File: src/rtl/riscv_pkg.sv
// riscv_pkg: shared register-width, load-type and writeback-entry definitions
package riscv_pkg;
    localparam int REG_BITS = 5;
    localparam logic [2:0] F3_LB  = 3'b000;
    localparam logic [2:0] F3_LH  = 3'b001;
    localparam logic [2:0] F3_LW  = 3'b010;
    localparam logic [2:0] F3_LBU = 3'b100;
    localparam logic [2:0] F3_LHU = 3'b101;
    typedef struct packed {
        logic                valid;
        logic [REG_BITS-1:0] rd;
        logic [31:0]         data;
    } wb_entry_t;
endpackage

File: src/rtl/wb_fifo.sv
// wb_fifo: circular buffer of writeback entries with parallel rd-match squash
import riscv_pkg::*;
module wb_fifo #(
    parameter int FIFO_DEPTH = 2
) (
    input  logic                          clk,
    input  logic                          rst,
    input  logic                          push,
    input  wb_entry_t                     push_entry,
    input  logic                          pop,
    input  logic                          squash_en,
    input  logic [REG_BITS-1:0]           squash_rd,
    output wb_entry_t                     head,
    output logic [$clog2(FIFO_DEPTH):0]   count
);
    localparam int PW = $clog2(FIFO_DEPTH);
    wb_entry_t ents [FIFO_DEPTH];
    logic [PW-1:0] wr_ptr, rd_ptr;
    assign head = ents[rd_ptr];
    always_ff @(posedge clk) begin
        if (rst) begin
            wr_ptr <= '0;
            rd_ptr <= '0;
            count  <= '0;
            for (int i = 0; i < FIFO_DEPTH; i++) ents[i] <= '0;
        end else begin
            // squash first so a same-cycle push with a matching rd survives
            for (int i = 0; i < FIFO_DEPTH; i++)
                if (squash_en && ents[i].rd == squash_rd) ents[i].valid <= 1'b0;
            if (push) begin
                ents[wr_ptr] <= push_entry;
                wr_ptr       <= wr_ptr + PW'(1);
            end
            if (pop) rd_ptr <= rd_ptr + PW'(1);
            count <= count + (PW+1)'(push) - (PW+1)'(pop);
        end
    end
endmodule

File: src/rtl/wb_arbiter.sv
// wb_arbiter: merges load and ALU results into one registered reg_file write per cycle
import riscv_pkg::*;
module wb_arbiter #(
    parameter int FIFO_DEPTH = 2
) (
    input  logic                clk,
    input  logic                rst,
    input  logic                alu_valid,
    input  logic [REG_BITS-1:0] alu_rd,
    input  logic [31:0]         alu_data,
    output logic                alu_ready,
    input  logic                ld_valid,
    input  logic [REG_BITS-1:0] ld_rd,
    input  logic [31:0]         ld_data,
    input  logic [1:0]          ld_off,
    input  logic [2:0]          ld_funct3,
    output logic [REG_BITS-1:0] a2,
    output logic [31:0]         din,
    output logic                reg_wr,
    output logic                fwd_valid,
    output logic [REG_BITS-1:0] fwd_rd,
    output logic [31:0]         fwd_data
);
    localparam int CW = $clog2(FIFO_DEPTH) + 1;
    logic [CW-1:0] count;
    wb_entry_t head, ld_entry, alu_entry, sel;
    logic [7:0]  ld_byte;
    logic [15:0] ld_half;
    logic [31:0] ld_ext;
    logic empty, bypass, push, pop;
    assign empty     = count == '0;
    assign alu_ready = count < CW'(FIFO_DEPTH);
    assign ld_byte   = ld_data[{ld_off, 3'b000} +: 8];
    assign ld_half   = ld_off[1] ? ld_data[31:16] : ld_data[15:0];
    assign ld_ext    = (ld_funct3 == F3_LB)  ? {{24{ld_byte[7]}}, ld_byte} :
                       (ld_funct3 == F3_LH)  ? {{16{ld_half[15]}}, ld_half} :
                       (ld_funct3 == F3_LBU) ? {24'b0, ld_byte} :
                       (ld_funct3 == F3_LHU) ? {16'b0, ld_half} : ld_data;
    assign ld_entry  = '{valid: 1'b1, rd: ld_rd, data: ld_ext};
    assign alu_entry = '{valid: alu_valid, rd: alu_rd, data: alu_data};
    assign sel       = ld_valid ? ld_entry : !empty ? head : alu_entry;
    assign bypass    = !ld_valid && empty && alu_valid;
    assign push      = alu_valid && alu_ready && !bypass;
    assign pop       = !ld_valid && !empty;
    wb_fifo #(.FIFO_DEPTH(FIFO_DEPTH)) u_fifo (
        .clk(clk), .rst(rst), .push(push), .push_entry(alu_entry), .pop(pop),
        .squash_en(ld_valid), .squash_rd(ld_rd), .head(head), .count(count)
    );
    always_ff @(posedge clk) begin
        if (rst) begin
            reg_wr <= 1'b0;
            a2     <= '0;
            din    <= '0;
        end else begin
            reg_wr <= sel.valid && sel.rd != '0;
            a2     <= sel.rd;
            din    <= sel.data;
        end
    end
    assign fwd_valid = reg_wr;
    assign fwd_rd    = a2;
    assign fwd_data  = din;
endmodule
File: config.mk
export PLATFORM = sky130hd
export DESIGN_NAME = wb_arbiter
export DESIGN_NICKNAME = d
export VERILOG_FILES = /design/src/rtl/riscv_pkg.sv /design/src/rtl/wb_fifo.sv /design/src/rtl/wb_arbiter.sv
export SDC_FILE = /design/constraint.sdc
export NUM_CORES = 1
export LEC_CHECK = 0
export BUFFER_PORTS_ARGS = -buffer_cell sky130_fd_sc_hd__buf_2
export CORE_ASPECT_RATIO = 1.2
export CORE_MARGIN = 4
export CORE_UTILIZATION = 53
export CTS_CLUSTER_SIZE = 20
export DETAILED_ROUTE_END_ITERATION = 16
export HOLD_SLACK_MARGIN = 0.1
export PLACE_DENSITY = 0.8
export SLEW_MARGIN = 10
export SYNTH_ARGS = -nofsm -noshare
export SYNTH_HDL_FRONTEND = slang
export SYNTH_SLANG_ARGS = --single-unit
File: constraint.sdc
create_clock -name clk -period 4.2 [get_ports clk]
set_clock_uncertainty 0.2 [all_clocks]
set_input_delay 0.42 -clock clk [delete_from_list [all_inputs] [get_ports clk]]
set_output_delay 0.42 -clock clk [all_outputs]
set_load 0.02 [all_outputs]
# Word level (Yosys, flattened, before mapping)
# Memory sizes are Yosys's and may differ from the RTL's. A register that Yosys moved wholly into a read port is not among the register bits.
# Index checks and enable logic that the tools add are counted.
# word_totals
register_bits,42
ram_bits,76
output_inout_bits,77
word_cells,56
memories,1
# memory_table
name,depth,width,read_ports,rd_ports_with_merged_regs,write_ports,line,text
u_fifo.ents,2,38,3,1,3,wb_fifo.sv:17,wb_entry_t ents [FIFO_DEPTH];
# op_classes
add_sub_neg,4
n_lt_le_gt_ge,1
eq_ne,5
n_shift,1
muxes,22
bitwise_logic,2
reduce_logical,14
# ops
op,n
two-way mux 32 bit,4
two-way mux 38 bit,2
indexed part select 32 x 6 -> 8 bit,1
two-way mux 16 bit,1
two-way mux 1 bit,15
equality test 5 bit,2
logical AND 1 bit,8
equality test 3 bit (second input constant),2
nonzero test 5 bit,1
equality test 3 x 1 -> 1 bit (second input constant),1
zero test 1 bit,3
zero test 3 bit,1
adder 1 bit (second input constant),2
adder 2 x 1 -> 2 bit,1
zero test 2 bit,1
< comparator 2 bit (second input constant),1
bitwise OR 1 bit,2
subtractor 2 x 1 -> 2 bit,1

# Depth between registers and ports, before layout
# Gate-level depths: netlist of the first run.
# depth
ltp_word,8
depth_mapped,9

# Cells and area by module
# From an unflattened synthesis of the first run, not the netlist that was laid out.
# unflattened
hier_cells,570
area_unflattened_um2,6334.8
# modules_own_cells
module,n_inst,cells_per_inst,area_per_inst_um2,seq_area_each_um2
wb_fifo,1,240,3638.5,2382.3
wb_arbiter,1,330,2696.3,760.7

# Worst setup path before layout of the first run
# No wires, ideal clock.
# synth_timing
kind,input -> register
from,input port ld_valid
to,"memory u_fifo.ents[0][37] (netlist name), enable pin"
setup_time_ps,300
arrival_time_ps,2788
t_required_ps,3700
slack_ps,912
path_stages,4
n_path_buf,1
cell_sequence,buf_4 > o211ai_2 > o21bai_1 > a31o_2
# synth_rtl
element,line,text
start: declaration,wb_arbiter.sv:12,"input logic ld_valid,"
end: declaration,wb_fifo.sv:17,

# Worst setup path after layout of the first run
# layout_timing
from,input port ld_valid
to,register u_fifo.count[1]
# layout_rtl
element,line,text
zero test 1 bit,wb_arbiter.sv:44,assign pop = !ld_valid && !empty;
logical AND 1 bit,wb_arbiter.sv:44,
net pop,wb_arbiter.sv:30,"logic empty, bypass, push, pop;"
subtractor 2 x 1 -> 2 bit,wb_fifo.sv:35,count <= count + (PW+1)'(push) - (PW+1)'(pop);
end signal: assignment,wb_fifo.sv:35,
end: declaration,wb_fifo.sv:14,output logic [$clog2(FIFO_DEPTH):0] count
# The timed path passes the listed nets, and every way through them passes these cells.
# A chain may end at the register's enable or synchronous reset.

==> flow_summary.ini, run 1 <==
[run_status]
status = completed

[grt]
grt_use_total_pct = 23.5
antenna_found_initial = 0
grt_start_max_net_pins = 50
grt_first_pass_wirelength_mm = 24.2
grt_pass1_vias = 4661
overflow = 0

[synthesis]
synth_top_area_share_pct = 37.5
netlist_area_mm2 = 0.00608
synth_area_leader_cell = edfxtp_1
yosys_register_bits = 119
syn-num-nets = 647
synth_area_leaders = edfxtp_1, dfxtp_1, and2_1
yosysWarnings = 0
syn-instance-count = 562
seq_area_frac_synth_pct = 51.7
synth_cell_types = 54
async_flop_share_pct = 0
synth-edff-count = 76
ys.flop_type = edfxtp_1
synth.avg_cell_area_um2 = 10.8

[detailed_routing]
ant_nets = 0
routedWlPerCell_um = 18.7
remaining_drc_errors = 0
drt_first_pass_iters = 5
wl_mm = 15.6
viasPerCell = 5.68
drtIter0Drc = 283
vias = 4728

[floorplan]
die_area_mm2 = 0.0133
chipHeight_um = 125
initial_core_util_pct = 54.6
io_pins = 160
die_w_um = 106
rows = 42
core_area_mm2 = 0.0111

[clock_tree]
root_buffer = clkbuf_16
clock-sinks = 119
cts_tree = yes
ctsResizeCount = 0
clk_path_buf_depth = 2
h-tree-depth = 4
cts_setup_buffers = 0
cts_buffers = 17
path_clk_slew_ns = 0.06
insertion_delay_ns = 0.41

[cells_and_area]
diodes = 0
final_cells = 833
final_common_cell = buf_2
syn_to_final_growth_pct = 20.2
layout_common_cells = buf_2, edfxtp_1, and2_1, dfxtp_1, nor2_1
drive_above_1_share_pct = 31.8
nets = 751

[power_and_ir_drop]
clockPowerShare_pct = 37.6
leakage_nw = 3.07
switching_share_pct = 31.0
switching_power_w = 0.00130
powerDensity_mw_per_mm2 = 571
seq_power_share_pct = 38.2
p_int_w = 0.00288
comb_power_share_pct = 24.3
ir_drop_uv = 294

[timing]
rsz0062_at_grt = no
max-slew-margin-rel_pct = 22.0
tightest_slew_ns = 1.17
slew_violations = 0
post-route-min-period_ns = 2.46
setup_tns_ns = 0
setup_viol = 0
hold_viol = 0
fin_crit_sh_pct = 58.6
fmax_mhz = 406

[worst_setup_path]
r2r_slack_ns = 1.74
critPathKind = input pin to register
arrival_ns = 2.52
required_ns = 4.26
worstPathMaxFanout = 33
start_kind = input pin
critPathCaptureType = register

[placement]
io_buffers = 159
dp_cells = 799
hpwl_mm = 10.7
gp_congestion = 0.877

[run]
maxCapViolCount = 0

[worst_hold_path]
hold_path_class = input pin to register
==> cells by family after synthesis <==
logic type / synth area share, %
compound gates: 13.9
xor+xnor: 2.02
fa+ha+maj: 0.411
buf+inv: 8.43
flops: 51.7
mux: 7.59
simple gates: 16.0
==> synth_stat cells (2+ instances only) <==
cell type	count
and2_1	74
mux2_4	2
dfxtp_1	43
buf_1	2
xnor2_1	5
nand3b_1	2
a221oi_1	3
nand2_1	9
a21oi_1	33
nor2b_1	10
ha_1	2
mux2i_1	33
and3b_1	7
buf_6	2
and3_1	7
a22oi_1	15
buf_4	39
a311oi_1	5
a22oi_2	2
o22ai_1	30
nor4_1	3
or3_1	2
o211ai_1	5
inv_1	8
nand2b_1	7
edfxtp_1	76
o21bai_1	2
mux2_2	6
a211oi_1	4
a211o_1	6
buf_2	16
nor3_1	7
xor2_1	9
nor2_1	39
o21ai_0	9
clkbuf_1	20
==> layer usage <==
layer  routed length (µm)  part of all wire (%)  GRT usage, %
met4                  358                   2.3          10.4
met5                    0                     0             0
met2                 7960                    51          40.2
met3                 1350                   8.7          5.62
met1                 5890                    38          28.2
==> sequential cells by signal, indices dropped and copies added (netlist names), named ones only <==
name / flops
u_fifo.ents: 76
din: 32
a2: 5
u_fifo.count: 2
fwd_valid: 1
u_fifo.rd_ptr: 1
u_fifo.wr_ptr: 1
==> cell type report <==
type / instances / area, µm²
multi-input cells: 355 / 2450
clock inverters: 13 / 194
clock buffers: 19 / 454
repair buffers: 165 / 846
inverters: 8 / 30.0
well taps: 154 / 193
fillers: 875 / 3830
flip-flops and latches: 119 / 3140
==> through the flow <==
stage / worst slack (ns) / instance area (µm²) / hold WS, ns / utilization, % / power [W]
6_report: 1.74 / 7310 / 0.114 / 65.6 / 0.00417
5_1_grt: 1.50 / 7310 / 0.119 / 65.6 / 0.00435
4_1_cts: 1.74 / 7310 / 0.103 / 65.6 / 0.00418
3_5_place_dp: 1.33 / 6640 / 0.309 / 59.6 / 0.00262
3_3_place_gp: 1.44 / 6640 / 0.317 / 59.6 / 0.00259
2_1_floorplan: 0.912 / 6080 / 0.281 / - / 0.00237
==> worst max-delay path, cell delays in order <==
cell	delay, ns
buf_2	0.43
o21bai_2	0.21
buf_4	0.36
inv_1	0.17
ha_1	0.31
inv_1	0.04
ha_1	0.20
xnor2_1	0.17
xnor2_1	0.14
nor2_1	0.06
==> worst paths after layout <==
path | from | endpoint | cells past startpoint
hold reg to reg | u_fifo.rd_ptr | register | 2
setup / recovery | ld_valid | u_fifo.count[1] | 10
hold / removal | alu_data[29] | u_fifo.ents[1][29] | 2
setup reg to reg | u_fifo.count[0] | u_fifo.ents[1][2] | 3
==> what timing repair did <==
action,in CTS,in global routing
hold buffers,2,0
hold endpoints to repair,2,0
endpoints found under the setup margin,0,0
==> power by group through the flow <==
stage          logic, W  clock network (W)  registers [W]
4_1_cts         0.00101            0.00157        0.00159
6_report        0.00101            0.00157        0.00159
3_5_place_dp    0.00100                  0        0.00162
2_1_floorplan  0.000775                  0        0.00159
5_1_grt         0.00110            0.00163        0.00162
3_3_place_gp   0.000981                  0        0.00161
Note: power is estimated with default switching activity, not from simulation.
==> run 2, diff against run 1 <==
- CORE_UTILIZATION: 53 -> 48
- PLACE_DENSITY: 0.8 -> 0.77
- clock period: 4.2 -> 2.1 ns (I/O delays scaled with it)
==> run 2 against run 1 <==
Non-clock buffer count rose by 92. Sequential power rose by 91%. Die area rose by 9.7%. Combinational power rose by 150%. Utilization rose by 2.1 points. Register-to-register slack got worse by 1.6 ns. Sequential share of layout area fell by 5.2 points. First-iteration DRC count rose by 32%. Via count rose by 10%. Cell count rose by 12%. Worst setup slack got worse by 1.6 ns. Critical endpoint unchanged. Global-route usage rose by 0.11 points.
==> flow_summary.ini, run 2 (synthesis gave the netlist of run 1 again) <==
[detailed_routing]
remaining_drc_errors = 0
highest_layer = met4
wl_mm = 17.3
route.met3.wl_mm = 1.38
ant_nets = 0
drtIter0Drc = 374
viasPerCell = 5.58
drt_first_pass_iters = 5
routedWlPerCell_um = 18.6
wl_met2_mm = 8.87
met1Wirelength_mm = 6.68
vias = 5209

[worst_setup_path]
cp_cell_sequence = buf_4 > o21bai_2 > inv_1 > ha_1 > inv_1 > ha_1 > xnor2_1 > xnor2_1 > nor2_1
critPathCaptureType = register
r2r_start = u_fifo.count[1]
r2r_cells = 9
cp_slowest_cell = dfxtp_1
max_stage_delay_ns = 0.31
arrival_ns = 2.04
worstSetupStartpoint = u_fifo.count[1]
r2r-end = u_fifo.count[1]
start_kind = register
worstPathMaxFanout = 10
r2r_slack_ns = 0.13
required_ns = 2.17
critPathKind = register to register

[floorplan]
die_area_mm2 = 0.0145
chipHeight_um = 131
core_area_mm2 = 0.0123
initial_core_util_pct = 49.6
die_w_um = 111
io_pins = 160
rows = 44

[cells_and_area]
syn_to_final_growth_pct = 36.7
fin_util_pct = 67.8
nets = 843
drive_above_1_share_pct = 30.6
reg.largest.list = u_fifo.ents x76, din x32, a2 x5
layout_common_cells = buf_2, edfxtp_1, dlygate4sd3_1, and2_1, dfxtp_1
largest_reg_flops = 76
final_cells = 934
final_common_cell = buf_2
fillers = 890
largest-register = u_fifo.ents

[clock_tree]
cts_buffers = 17
path_clk_slew_ns = 0.06
h-tree-depth = 4
clock-sinks = 119
insertion_delay_ns = 0.41
root_buffer = clkbuf_16
clk_path_buf_depth = 2
cts_setup_buffers = 0
cts_tree = yes

[worst_hold_path]
hold_path_class = input pin to register
hold_path_depth = 4
holdPathEnd = din[8]
hp-start = ld_funct3[0]

[grt]
antenna_found_initial = 2
grt_pass1_vias = 5224
grt_first_pass_wirelength_mm = 27.6
grt_start_max_net_pins = 49
overflow = 0
grt_use_total_pct = 23.6

[power_and_ir_drop]
switching_power_w = 0.00271
seq_power_share_pct = 34.6
leakage_nw = 3.52
powerDensity_mw_per_mm2 = 1050
clockPowerShare_pct = 36.7
switching_share_pct = 31.0
comb_power_share_pct = 28.7
ir_drop_uv = 766
p_int_w = 0.00604

[run]
maxCapViolCount = 0

[run_status]
status = completed

[timing]
tightest_slew_ns = 1.14
fin_crit_sh_pct = 93.7
worst_slack_ns = 0.133
hold_viol = 0
slew_violations = 0
setup_tns_ns = 0
rsz0062_at_grt = no
fmax_mhz = 508
post-route-min-period_ns = 1.97
setup_viol = 0
max-slew-margin-rel_pct = 23.7

[placement]
gp_congestion = 0.899
preCtsSetupSlack_ns = 0.00637
hpwl_mm = 11.1
io_buffers = 159
dp_cells = 825
run 2: metrics by stage:
step	total power [W]	hold WS [ns]	cell area, µm²
finish	0.00876	0.146	8320
global route	0.00910	0.156	8320
CTS	0.00874	0.132	8310
detailed placement	0.00544	0.306	6890
global placement	0.00538	0.304	6890
floorplan	0.00474	0.168	6100
run 2: power by group through the flow:
stage	Combinational, W	Sequential [W]	Clock (W)
after CTS	0.00249	0.00303	0.00321
after floorplan	0.00156	0.00318	0
after global placement	0.00233	0.00305	0
after detailed placement	0.00237	0.00307	0
final	0.00251	0.00303	0.00321
after global routing	0.00271	0.00307	0.00332
run 2: layout make-up:
class,count,area (µm²),share of cell area [%]
diodes,2,5.00,0.0602
clock buffers,21,514,6.18
clock inverters,11,153,1.83
inverters,8,30.0,0.361
multi-input cells,355,2460,29.6
flip-flops and latches,119,3140,37.8
well taps,161,201,2.42
repair buffers,257,1810,21.7
run 2: layer usage:
layer / global-route usage (%) / vias to the layer above
li1: - / 2396
met1: 29.1 / 2495
met2: 40.0 / 287
met3: 5.89 / 31
met4: 9.17 / 0
met5: 0 / -
run 2: worst max-delay path: cells and delay by family, from the launching register on:
kind | cells | cell delay [ns]
AO/OA/AOI/OAI | 1 | 0.16
XOR/XNOR | 2 | 0.30
adder cells (fa/ha/maj) | 2 | 0.48
buffers and inverters | 3 | 0.32
flip-flops | 1 | 0.31
AND/OR/NAND/NOR | 1 | 0.05
run 2: how the worst max path moves through the flow:
stage / endpoint / slack [ns] / cells after the start
floorplan: u_fifo.ents[0][37] / 0.05 / 4
global placement: u_fifo.ents[0][24] / 0.06 / 5
detailed placement: u_fifo.ents[0][27] / 0.006 / 5
CTS: u_fifo.count[1] / 0.14 / 9
global route: u_fifo.count[1] / 0.004 / 9
finish: u_fifo.count[1] / 0.13 / 9
run 2: repair_timing:
item                                    4_1_cts  5_1_grt
resized for setup                             1        0
hold buffers                                 75        0
endpoints found under the hold margin       112        0
endpoints found under the setup margin        1        0
==> run 3, diff against run 2 <==
- GPL_TIMING_DRIVEN: default -> 0
==> run 3 against run 2 <==
Sequential power about the same. Cell count up 6.7%. Total power fell by 3.5%. Hold slack worse by 0.020 ns. Critical path depth fell by 3. Sequential share of layout area shrank 0.97 points. Combinational power rose by 8%. Wire length is 7.2% higher. Count of clock-buffer cells in the layout shrank 1. Via count is 5.5% higher. Highest routed layer unchanged.
==> flow_summary.ini, run 3 (synthesis gave the netlist of run 1 again) <==
[power_and_ir_drop]
fin_total_pwr_w = 0.00845
leakage_nw = 3.69
ir_drop_uv = 549
powerDensity_mw_per_mm2 = 990

[clock_tree]
clock-sinks = 119
insertion_delay_ns = 0.41
clk_path_buf_depth = 2
cts_tree = yes
h-tree-depth = 4
cts_buffers = 17
root_buffer = clkbuf_16
path_clk_slew_ns = 0.06

[cells_and_area]
seq_area_mm2 = 0.00314
fillers = 907
layout_common_cells = buf_2, edfxtp_1, dlygate4sd3_1, and2_1, buf_4
largest_reg_flops = 76
multiInputGateArea_mm2 = 0.00249
drive_above_1_share_pct = 33.3
reg.largest.list = u_fifo.ents x76, din x32, a2 x5
largest-register = u_fifo.ents
final_cells = 997
final_common_cell = buf_2
nets = 906
syn_to_final_growth_pct = 40.3

[run_status]
status = completed

[timing]
fmax_mhz = 489
setup_viol = 0
fin_crit_sh_pct = 97.4
slew_violations = 0
tightest_slew_ns = 0.797
max-slew-margin-rel_pct = 46.7
post-route-min-period_ns = 2.04
worst_slack_ns = 0.0553
hold_viol = 0

[worst_setup_path]
arrival_ns = 2.13
r2r_start = u_fifo.count[0]
r2r_cells = 6
required_ns = 2.18
worstPathMaxFanout = 10
start_kind = register
critPathCaptureType = register
critPathKind = register to register
r2r_slack_ns = 0.06
r2r-end = a2[4]

[grt]
grt_pass1_vias = 5469
grt_first_pass_wirelength_mm = 28.7
overflow = 0
antenna_found_initial = 2
grt_use_total_pct = 24.9
grt_start_max_net_pins = 20

[floorplan]
initial_core_util_pct = 49.6
core_area_mm2 = 0.0123
die_w_um = 111
die_area_mm2 = 0.0145
chipHeight_um = 131
io_pins = 160
rows = 44

[placement]
hpwl_mm = 12.1
io_buffers = 157
preCtsSetupSlack_ns = -0.274
gp_congestion = 0.883
dp_cells = 880

[detailed_routing]
remaining_drc_errors = 0
drt_first_pass_iters = 7
wl_mm = 18.6
drtIter0Drc = 458
vias = 5496
viasPerCell = 5.51
routedWlPerCell_um = 18.7
ant_nets = 0

[worst_hold_path]
hold_path_depth = 4
hp-start = ld_data[15]
holdPathEnd = din[15]
hold_path_class = input pin to register

[run]
maxCapViolCount = 0
[run 3: worst max path at each step]
stage | slack [ns] | cells after the start | startpoint | end
final | 0.06 | 6 | u_fifo.count[0] | a2[4]
after CTS | 0.01 | 9 | u_fifo.count[1] | u_fifo.count[1]
after detailed placement | -0.27 | 4 | u_fifo.count[1] | u_fifo.ents[0][37]
after floorplan | 0.05 | 4 | u_fifo.count[1] | u_fifo.ents[0][37]
after global placement | -0.20 | 4 | u_fifo.count[1] | u_fifo.ents[0][37]
after global routing | -0.01 | 9 | u_fifo.count[1] | u_fifo.count[1]
[run 3: layer usage]
metal	part of all wire (%)	global-route usage (%)	up-vias
met2	49	42.5	312
met4	3.7	10.4	0
met5	0	0	-
met3	8.6	5.84	62
met1	38	30.1	2599
li1	-	-	2523
[run 3: worst max-delay path: stages (launching register included)]
cell,delay (ns)
dfxtp_1,0.45
buf_4,0.23
or2_4,0.17
nand2_1,0.07
a22oi_1,0.17
dlygate4sd3_1,0.59
nor2_1,0.04
[run 3: what timing repair did]
item / CTS / global route
cloned: 2 / 0
setup buffers: 4 / 2
pin swaps: 0 / 3
endpoints found under the setup margin: 76 / 71
hold buffers: 74 / 1
endpoints found under the hold margin: 112 / 1
resized for setup: 5 / 12
[run 3: stage by stage]
stage	cell area [µm²]	setup TNS, ns	utilization (%)	hold WS, ns
2_1_floorplan	6100	0	-	0.168
4_1_cts	8490	0	69.1	0.103
3_5_place_dp	7090	-14.10	57.8	0.302
3_3_place_gp	7090	-9.34	57.8	0.294
5_1_grt	8540	-0.0241	69.5	0.141
6_report	8540	0	69.5	0.127
[run 3: power by group]
group / total (W) / switching, W / internal [W]
clock network: 0.00272 / 0.00107 / 0.00165
logic: 0.00270 / 0.00155 / 0.00115
registers: 0.00303 / 0.000158 / 0.00287
[run 3: layout make-up]
type	count	area share (%)
plain buffers	80	5.82
clock buffers	20	5.23
inverters	8	0.352
well taps	161	2.36
clock inverters	12	1.17
flip-flops and latches	119	36.8
multi-input cells	357	29.2
diodes	2	0.0586
repair buffers	238	19.0
